==> src/rtl/pc_bitmap_builder_pkg.sv <==
// pc_bitmap_builder_pkg: shared widths and FSM state type for the PC bitmap path
package pc_bitmap_builder_pkg;
    localparam int PC_WIDTH = 64;
    localparam int DATA_WIDTH = 1024;
    localparam int DATA_WIDTH_LOG2 = 10;
    localparam int WINDOW_CNT_WIDTH = 32;
    typedef enum logic {IDLE, COLLECT} state_e;
endpackage

==> src/rtl/pc_bitmap_builder_if.sv <==
// pc_bitmap_builder_if: PC feed, window control and snapshot outputs
interface pc_bitmap_builder_if #(
    parameter int DATA_WIDTH = 1024,
    parameter int PC_WIDTH = 64,
    parameter int WINDOW_CNT_WIDTH = 32
);
    logic enable;
    logic pc_valid;
    logic [PC_WIDTH-1:0] pc_in;
    logic [WINDOW_CNT_WIDTH-1:0] window_len;
    logic window_close;
    logic [DATA_WIDTH-1:0] bitmap_out;
    logic snapshot_valid;
    logic first_touch;
    logic [15:0] windows_closed;
    modport master (
        output enable, pc_valid, pc_in, window_len, window_close,
        input bitmap_out, snapshot_valid, first_touch, windows_closed
    );
    modport slave (
        input enable, pc_valid, pc_in, window_len, window_close,
        output bitmap_out, snapshot_valid, first_touch, windows_closed
    );
endinterface

==> src/rtl/pc_bitmap_builder_hash.sv <==
// pc_bitmap_hash: folds two PC slices above the byte offset into a bitmap index
module pc_bitmap_hash #(
    parameter int DATA_WIDTH_LOG2 = 10,
    parameter int PC_WIDTH = 64
) (
    input  logic [PC_WIDTH-1:0]        pc_i,
    output logic [DATA_WIDTH_LOG2-1:0] idx_o
);
    assign idx_o = pc_i[DATA_WIDTH_LOG2+1:2] ^ pc_i[2*DATA_WIDTH_LOG2+1:DATA_WIDTH_LOG2+2];
endmodule

==> src/rtl/pc_bitmap_builder.sv <==
// pc_bitmap_builder: accumulates hashed PCs per window and snapshots the bitmap at close
module pc_bitmap_builder
    import pc_bitmap_builder_pkg::*;
#(
    parameter int DATA_WIDTH = pc_bitmap_builder_pkg::DATA_WIDTH,
    parameter int DATA_WIDTH_LOG2 = pc_bitmap_builder_pkg::DATA_WIDTH_LOG2,
    parameter int PC_WIDTH = pc_bitmap_builder_pkg::PC_WIDTH,
    parameter int WINDOW_CNT_WIDTH = pc_bitmap_builder_pkg::WINDOW_CNT_WIDTH
) (
    input logic clk,
    input logic rst,
    pc_bitmap_builder_if.slave b
);
    state_e state_q;
    logic [DATA_WIDTH-1:0] live_q, bitmap_q;
    logic [WINDOW_CNT_WIDTH-1:0] cnt_q;
    logic [15:0] closed_q;
    logic snap_q, touch_q;
    logic [DATA_WIDTH_LOG2-1:0] idx;
    logic collect, auto_close, close;
    logic [DATA_WIDTH-1:0] hit_d;

    pc_bitmap_hash #(.DATA_WIDTH_LOG2(DATA_WIDTH_LOG2), .PC_WIDTH(PC_WIDTH)) u_hash (
        .pc_i (b.pc_in),
        .idx_o(idx)
    );

    assign collect = (state_q == COLLECT) && b.enable;
    assign auto_close = collect && (b.window_len != '0) && (cnt_q == b.window_len - 1'b1);
    assign close = b.window_close || auto_close;
    // The closing cycle's PC belongs to the window being closed.
    assign hit_d = (collect && b.pc_valid) ? (DATA_WIDTH'(1) << idx) : '0;

    always_ff @(posedge clk) begin
        if (rst) begin
            state_q <= IDLE;
            live_q <= '0;
            bitmap_q <= '0;
            cnt_q <= '0;
            closed_q <= '0;
            snap_q <= 1'b0;
            touch_q <= 1'b0;
        end else begin
            if (close) begin
                bitmap_q <= live_q | hit_d;
                live_q <= '0;
                cnt_q <= '0;
                closed_q <= closed_q + 16'd1;
            end else if (collect) begin
                live_q <= live_q | hit_d;
                cnt_q <= cnt_q + 1'b1;
            end
            snap_q <= close;
            touch_q <= collect && b.pc_valid && !live_q[idx];
            if (state_q == IDLE && b.enable) begin
                state_q <= COLLECT;
                cnt_q <= '0;
            end
        end
    end

    assign b.bitmap_out = bitmap_q;
    assign b.snapshot_valid = snap_q;
    assign b.first_touch = touch_q;
    assign b.windows_closed = closed_q;
endmodule
==> src/flat_wrapper.sv <==
// flat-port wrapper written by rule: the top's interface ports become plain ports
module pc_bitmap_builder_flat import pc_bitmap_builder_pkg::*;
#(
    parameter int DATA_WIDTH = pc_bitmap_builder_pkg::DATA_WIDTH,
    parameter int DATA_WIDTH_LOG2 = pc_bitmap_builder_pkg::DATA_WIDTH_LOG2,
    parameter int PC_WIDTH = pc_bitmap_builder_pkg::PC_WIDTH,
    parameter int WINDOW_CNT_WIDTH = pc_bitmap_builder_pkg::WINDOW_CNT_WIDTH
)
  (clk, rst, b_enable, b_pc_valid, b_pc_in, b_window_len, b_window_close, b_bitmap_out, b_snapshot_valid, b_first_touch, b_windows_closed);
  pc_bitmap_builder_if #(.DATA_WIDTH(DATA_WIDTH), .PC_WIDTH(PC_WIDTH), .WINDOW_CNT_WIDTH(WINDOW_CNT_WIDTH)) b_i ();
  input logic clk;
  input logic rst;
  input wire logic [$bits(b_i.enable)-1:0] b_enable;
  input wire logic [$bits(b_i.pc_valid)-1:0] b_pc_valid;
  input wire logic [$bits(b_i.pc_in)-1:0] b_pc_in;
  input wire logic [$bits(b_i.window_len)-1:0] b_window_len;
  input wire logic [$bits(b_i.window_close)-1:0] b_window_close;
  output wire logic [$bits(b_i.bitmap_out)-1:0] b_bitmap_out;
  output wire logic [$bits(b_i.snapshot_valid)-1:0] b_snapshot_valid;
  output wire logic [$bits(b_i.first_touch)-1:0] b_first_touch;
  output wire logic [$bits(b_i.windows_closed)-1:0] b_windows_closed;
  assign b_i.enable = b_enable;
  assign b_i.pc_valid = b_pc_valid;
  assign b_i.pc_in = b_pc_in;
  assign b_i.window_len = b_window_len;
  assign b_i.window_close = b_window_close;
  assign b_bitmap_out = b_i.bitmap_out;
  assign b_snapshot_valid = b_i.snapshot_valid;
  assign b_first_touch = b_i.first_touch;
  assign b_windows_closed = b_i.windows_closed;
  pc_bitmap_builder #(.DATA_WIDTH(DATA_WIDTH), .DATA_WIDTH_LOG2(DATA_WIDTH_LOG2), .PC_WIDTH(PC_WIDTH), .WINDOW_CNT_WIDTH(WINDOW_CNT_WIDTH)) u_core (.clk(clk), .rst(rst), .b(b_i));
endmodule
==> config.mk <==
export PLATFORM = sky130hd
export DESIGN_NAME = pc_bitmap_builder_flat
export DESIGN_NICKNAME = d
export VERILOG_FILES = /design/src/rtl/pc_bitmap_builder_pkg.sv /design/src/rtl/pc_bitmap_builder_if.sv /design/src/rtl/pc_bitmap_builder_hash.sv /design/src/rtl/pc_bitmap_builder.sv /design/src/flat_wrapper.sv
export SDC_FILE = /design/constraint.sdc
export NUM_CORES = 2
export LEC_CHECK = 0
export ABC_CLOCK_PERIOD_IN_PS = 10200
export CORE_AREA = 4 4 445 447
export CTS_CLUSTER_DIAMETER = 100
export CTS_CLUSTER_SIZE = 28
export DETAILED_ROUTE_END_ITERATION = 10
export DIE_AREA = 0 0 449 451
export PLACE_DENSITY = 0.62
export REMOVE_ABC_BUFFERS = 1
export SETUP_SLACK_MARGIN = 0.15
export SLEW_MARGIN = 25
export SYNTH_ARGS = -nofsm -noshare
export SYNTH_HDL_FRONTEND = slang
export SYNTH_SLANG_ARGS = --single-unit
==> constraint.sdc <==
create_clock -name clk -period 10.2 [get_ports clk]
set_input_delay 1.53 -clock clk [delete_from_list [all_inputs] [get_ports clk]]
set_output_delay 1.53 -clock clk [all_outputs]
set_load 0.02 [all_outputs]
==> results.tsv <==
metric	value	unit
Rows	162	
dpl hpwl	220000	um
aggregate routed wire length	326000	um
Synth Cell Area	0.0773	mm^2
Peak VDD IR	0.000115	V
Final Cycle Share	60.8	%
hold_ws	0.487	ns
r2r setup slk	5.94	ns
Core Footprint	0.194	mm^2
Max Cap Viol	0	
first-pass GRT wire length	457000	um
met2 Usage GRT	49.7	%
final hold vios	0	
vias in the first global route	62383	
Synth Flop Type	dfxtp_1	
Clock Tree Buf Depth	3	
global routing's busiest layer	met2	
# H-tree levels	3	
Ys Warns	0	
CTS resizes	0	
largest net degree at the start of global routing	225	
Worst EP arrival	6.84	ns
pwr/cell area	161	mW/mm^2
skew final	0.0388	ns
worst-margin pin slew	1.13	ns
CP max FO	146	
postcts setup bufs	0	
RSZ-0062 raised after global routing	false	
final slew viol count	0	
Overall Global Routing Usage	30.8	%
met1 Use GR	37.7	%
Synth Register Bits	2099	
Die X	449	um
Highest Clock Rate	0.161	GHz
CTS Buf Count	88	
Filler Cell Count	18282	
LEAKAGE	0.0314	uW
Initial Util	39.8	%
NumNets Final	8932	
met3 Resource Use GR	7.07	%
Via density	5.80	
Avg Cell Area, Syn	9.44	um^2
CTS tree	yes	
Worst-path clk slew	0.11	ns
WL/cell	28.6	um
Post-synth EDFFs	0	
share of layout cells above drive strength 1	8.47	%
Final setup viols	0	
WP data required	10.85	ns
clock sink count	2099	
drt first pass iters	6	
clk_lat worst skew	0.79	ns
Critical Path Start Type	primary input	
Chip Height	451	um
outcome	finished clean	
hold_buf cts	0	
sequential share of the synthesized area	54.3	%
remaining routing DRC violations	0	
drt initial violations	6430	
Gate Count Post-Synth	8192	
gr ovfl total	0	
Layout area overhead	20.3	%
via count	66080	
die area	0.202	mm^2
placer congestion estimate	0.860	
Distinct cells, synth	69	
nature of the critical path endpoint	register	
# IOs	1143	
clk root buf	clkbuf_16	
antenna violations before repair	18	
TNS Setup	0	ns
Post-DRT Antenna Nets	0	
Tmin final	6.20	ns
async set-reset flop share out of synthesis	0	%
worst min path class	reg2reg	
Setup Crit Path Kind	in2reg	
Port Buffer Count	1098	
Max-slew headroom	24.5	%
[power breakdown]
group / total, uW / switching (uW) / internal (uW)
logic: 2090 / 1420 / 676
clock network: 4330 / 2670 / 1660
registers: 8570 / 180 / 8390
[cell families (layout without fill, tap and decap cells)]
logic type	after synthesis	in the layout	synth area share, %
mux	260	260	6.96
other cells	0	10	0
simple gates	2722	2722	13.9
fa+ha+maj	3	3	0.0485
buf+inv	744	1397	4.35
xor+xnor	85	85	0.963
compound gates	2279	2279	19.4
flops	2099	2099	54.3
[state kept, by name (all words and copies together), names as in the netlist]
register                 flops
u_core.b.bitmap_out       1024
u_core.live_q             1024
u_core.cnt_q                32
u_core.b.windows_closed     16
u_core.b.first_touch         1
u_core.b.snapshot_valid      1
u_core.state_q               1
[cell usage in the layout, fill, tap and decap left out, drive strengths merged, types with 5 or more instances in the layout]
master	instances
o211ai	10
xnor2	42
xor2	43
a211oi	1029
a22oi	33
mux4	221
a32oi	13
nand3	88
nor3	35
o31ai	6
nor2	2234
clkdlybuf4s50	1097
mux2i	29
nor4	13
and3	16
nand4	34
nor2b	8
diode	10
a21oi	1069
a2111oi	8
o22ai	12
o21ai	24
or3	10
dfxtp	2099
a221oi	7
and4	6
mux2	10
inv	20
a31oi	19
or4	5
clkbuf	95
buf	181
o2111ai	10
a311oi	7
nand2	254
[area by class of cell]
class | instances | area [um^2] | share of cell area [%]
Tap cell | 2542 | 3180 | 3.42
Inverter | 12 | 45.0 | 0.0484
Timing Repair Buffer | 1278 | 12800 | 13.7
Clock inverter | 12 | 164 | 0.176
Clock buffer | 95 | 2310 | 2.49
Sequential cell | 2099 | 42000 | 45.2
Multi-Input combinational cell | 5349 | 32500 | 34.9
Antenna cell | 10 | 25.0 | 0.0269
[routing by layer]
layer	vias to the layer above	wire length, um
li1	30027	-
met1	32466	127000
met2	2941	150000
met3	646	26800
met4	0	22200
met5	-	0
[cell usage after synthesis (6+ instances only)]
cell | instances | share of area [%]
a31oi_1 | 19 | 0.15
buf_1 | 15 | 0.073
o22ai_1 | 12 | 0.097
and4_1 | 6 | 0.068
buf_2 | 321 | 2.1
buf_4 | 41 | 0.40
nand2_1 | 254 | 1.2
o21ai_0 | 24 | 0.16
a32oi_1 | 13 | 0.15
a21oi_1 | 1068 | 6.9
mux4_2 | 221 | 6.4
o211ai_1 | 10 | 0.097
clkbuf_1 | 353 | 1.7
a211oi_1 | 911 | 8.8
xnor2_1 | 42 | 0.48
nor2_1 | 2234 | 11
nand4_1 | 34 | 0.28
nor2b_1 | 8 | 0.065
nand3_1 | 88 | 0.57
a22oi_1 | 33 | 0.32
or3_1 | 10 | 0.081
inv_1 | 12 | 0.058
a221oi_1 | 7 | 0.079
o31ai_1 | 6 | 0.058
and3_1 | 16 | 0.13
a211oi_2 | 118 | 1.9
dfxtp_1 | 2099 | 54
nor4_1 | 9 | 0.073
nor3_1 | 34 | 0.22
o2111ai_1 | 10 | 0.11
xor2_1 | 43 | 0.49
mux2_2 | 6 | 0.087
a311oi_1 | 7 | 0.079
mux2i_1 | 29 | 0.38
a2111oi_0 | 8 | 0.091
[worst max-delay path, cell delays in order]
cell,delay (ns)
clkdlybuf4s50_1,0.52
inv_1,0.10
ha_1,0.22
or4b_2,0.68
nor3_2,0.48
nand3_1,0.18
xnor2_1,0.17
a2111oi_0,0.35
and4_1,0.34
a21oi_2,0.10
buf_4,0.20
nand2_4,0.70
buf_12,0.42
buf_16,0.50
nor2_1,0.12
[per-stage QoR]
step	setup WS [ns]	power (uW)	util (%)	area, um^2	std cells
floorplan	-27.90	10400	-	74000	7460
global placement	3.24	10800	46.5	90300	11273
detailed placement	3.42	10800	46.6	90500	11279
CTS	4.24	15100	47.9	92900	11386
global route	3.76	15500	47.9	93000	11392
finish	4.00	15000	47.9	93000	11397
[path summary, 6_finish.rpt]
path | startpoint | endpoint | cells after the start
min | u_core.live_q[658] | u_core.live_q[658] | 2
max | b_window_len[0] | u_core.live_q[426] | 15
max reg2reg | u_core.state_q | u_core.live_q[426] | 12
min reg2reg | u_core.live_q[658] | u_core.live_q[658] | 2
Power figures use the tool's default switching activity.
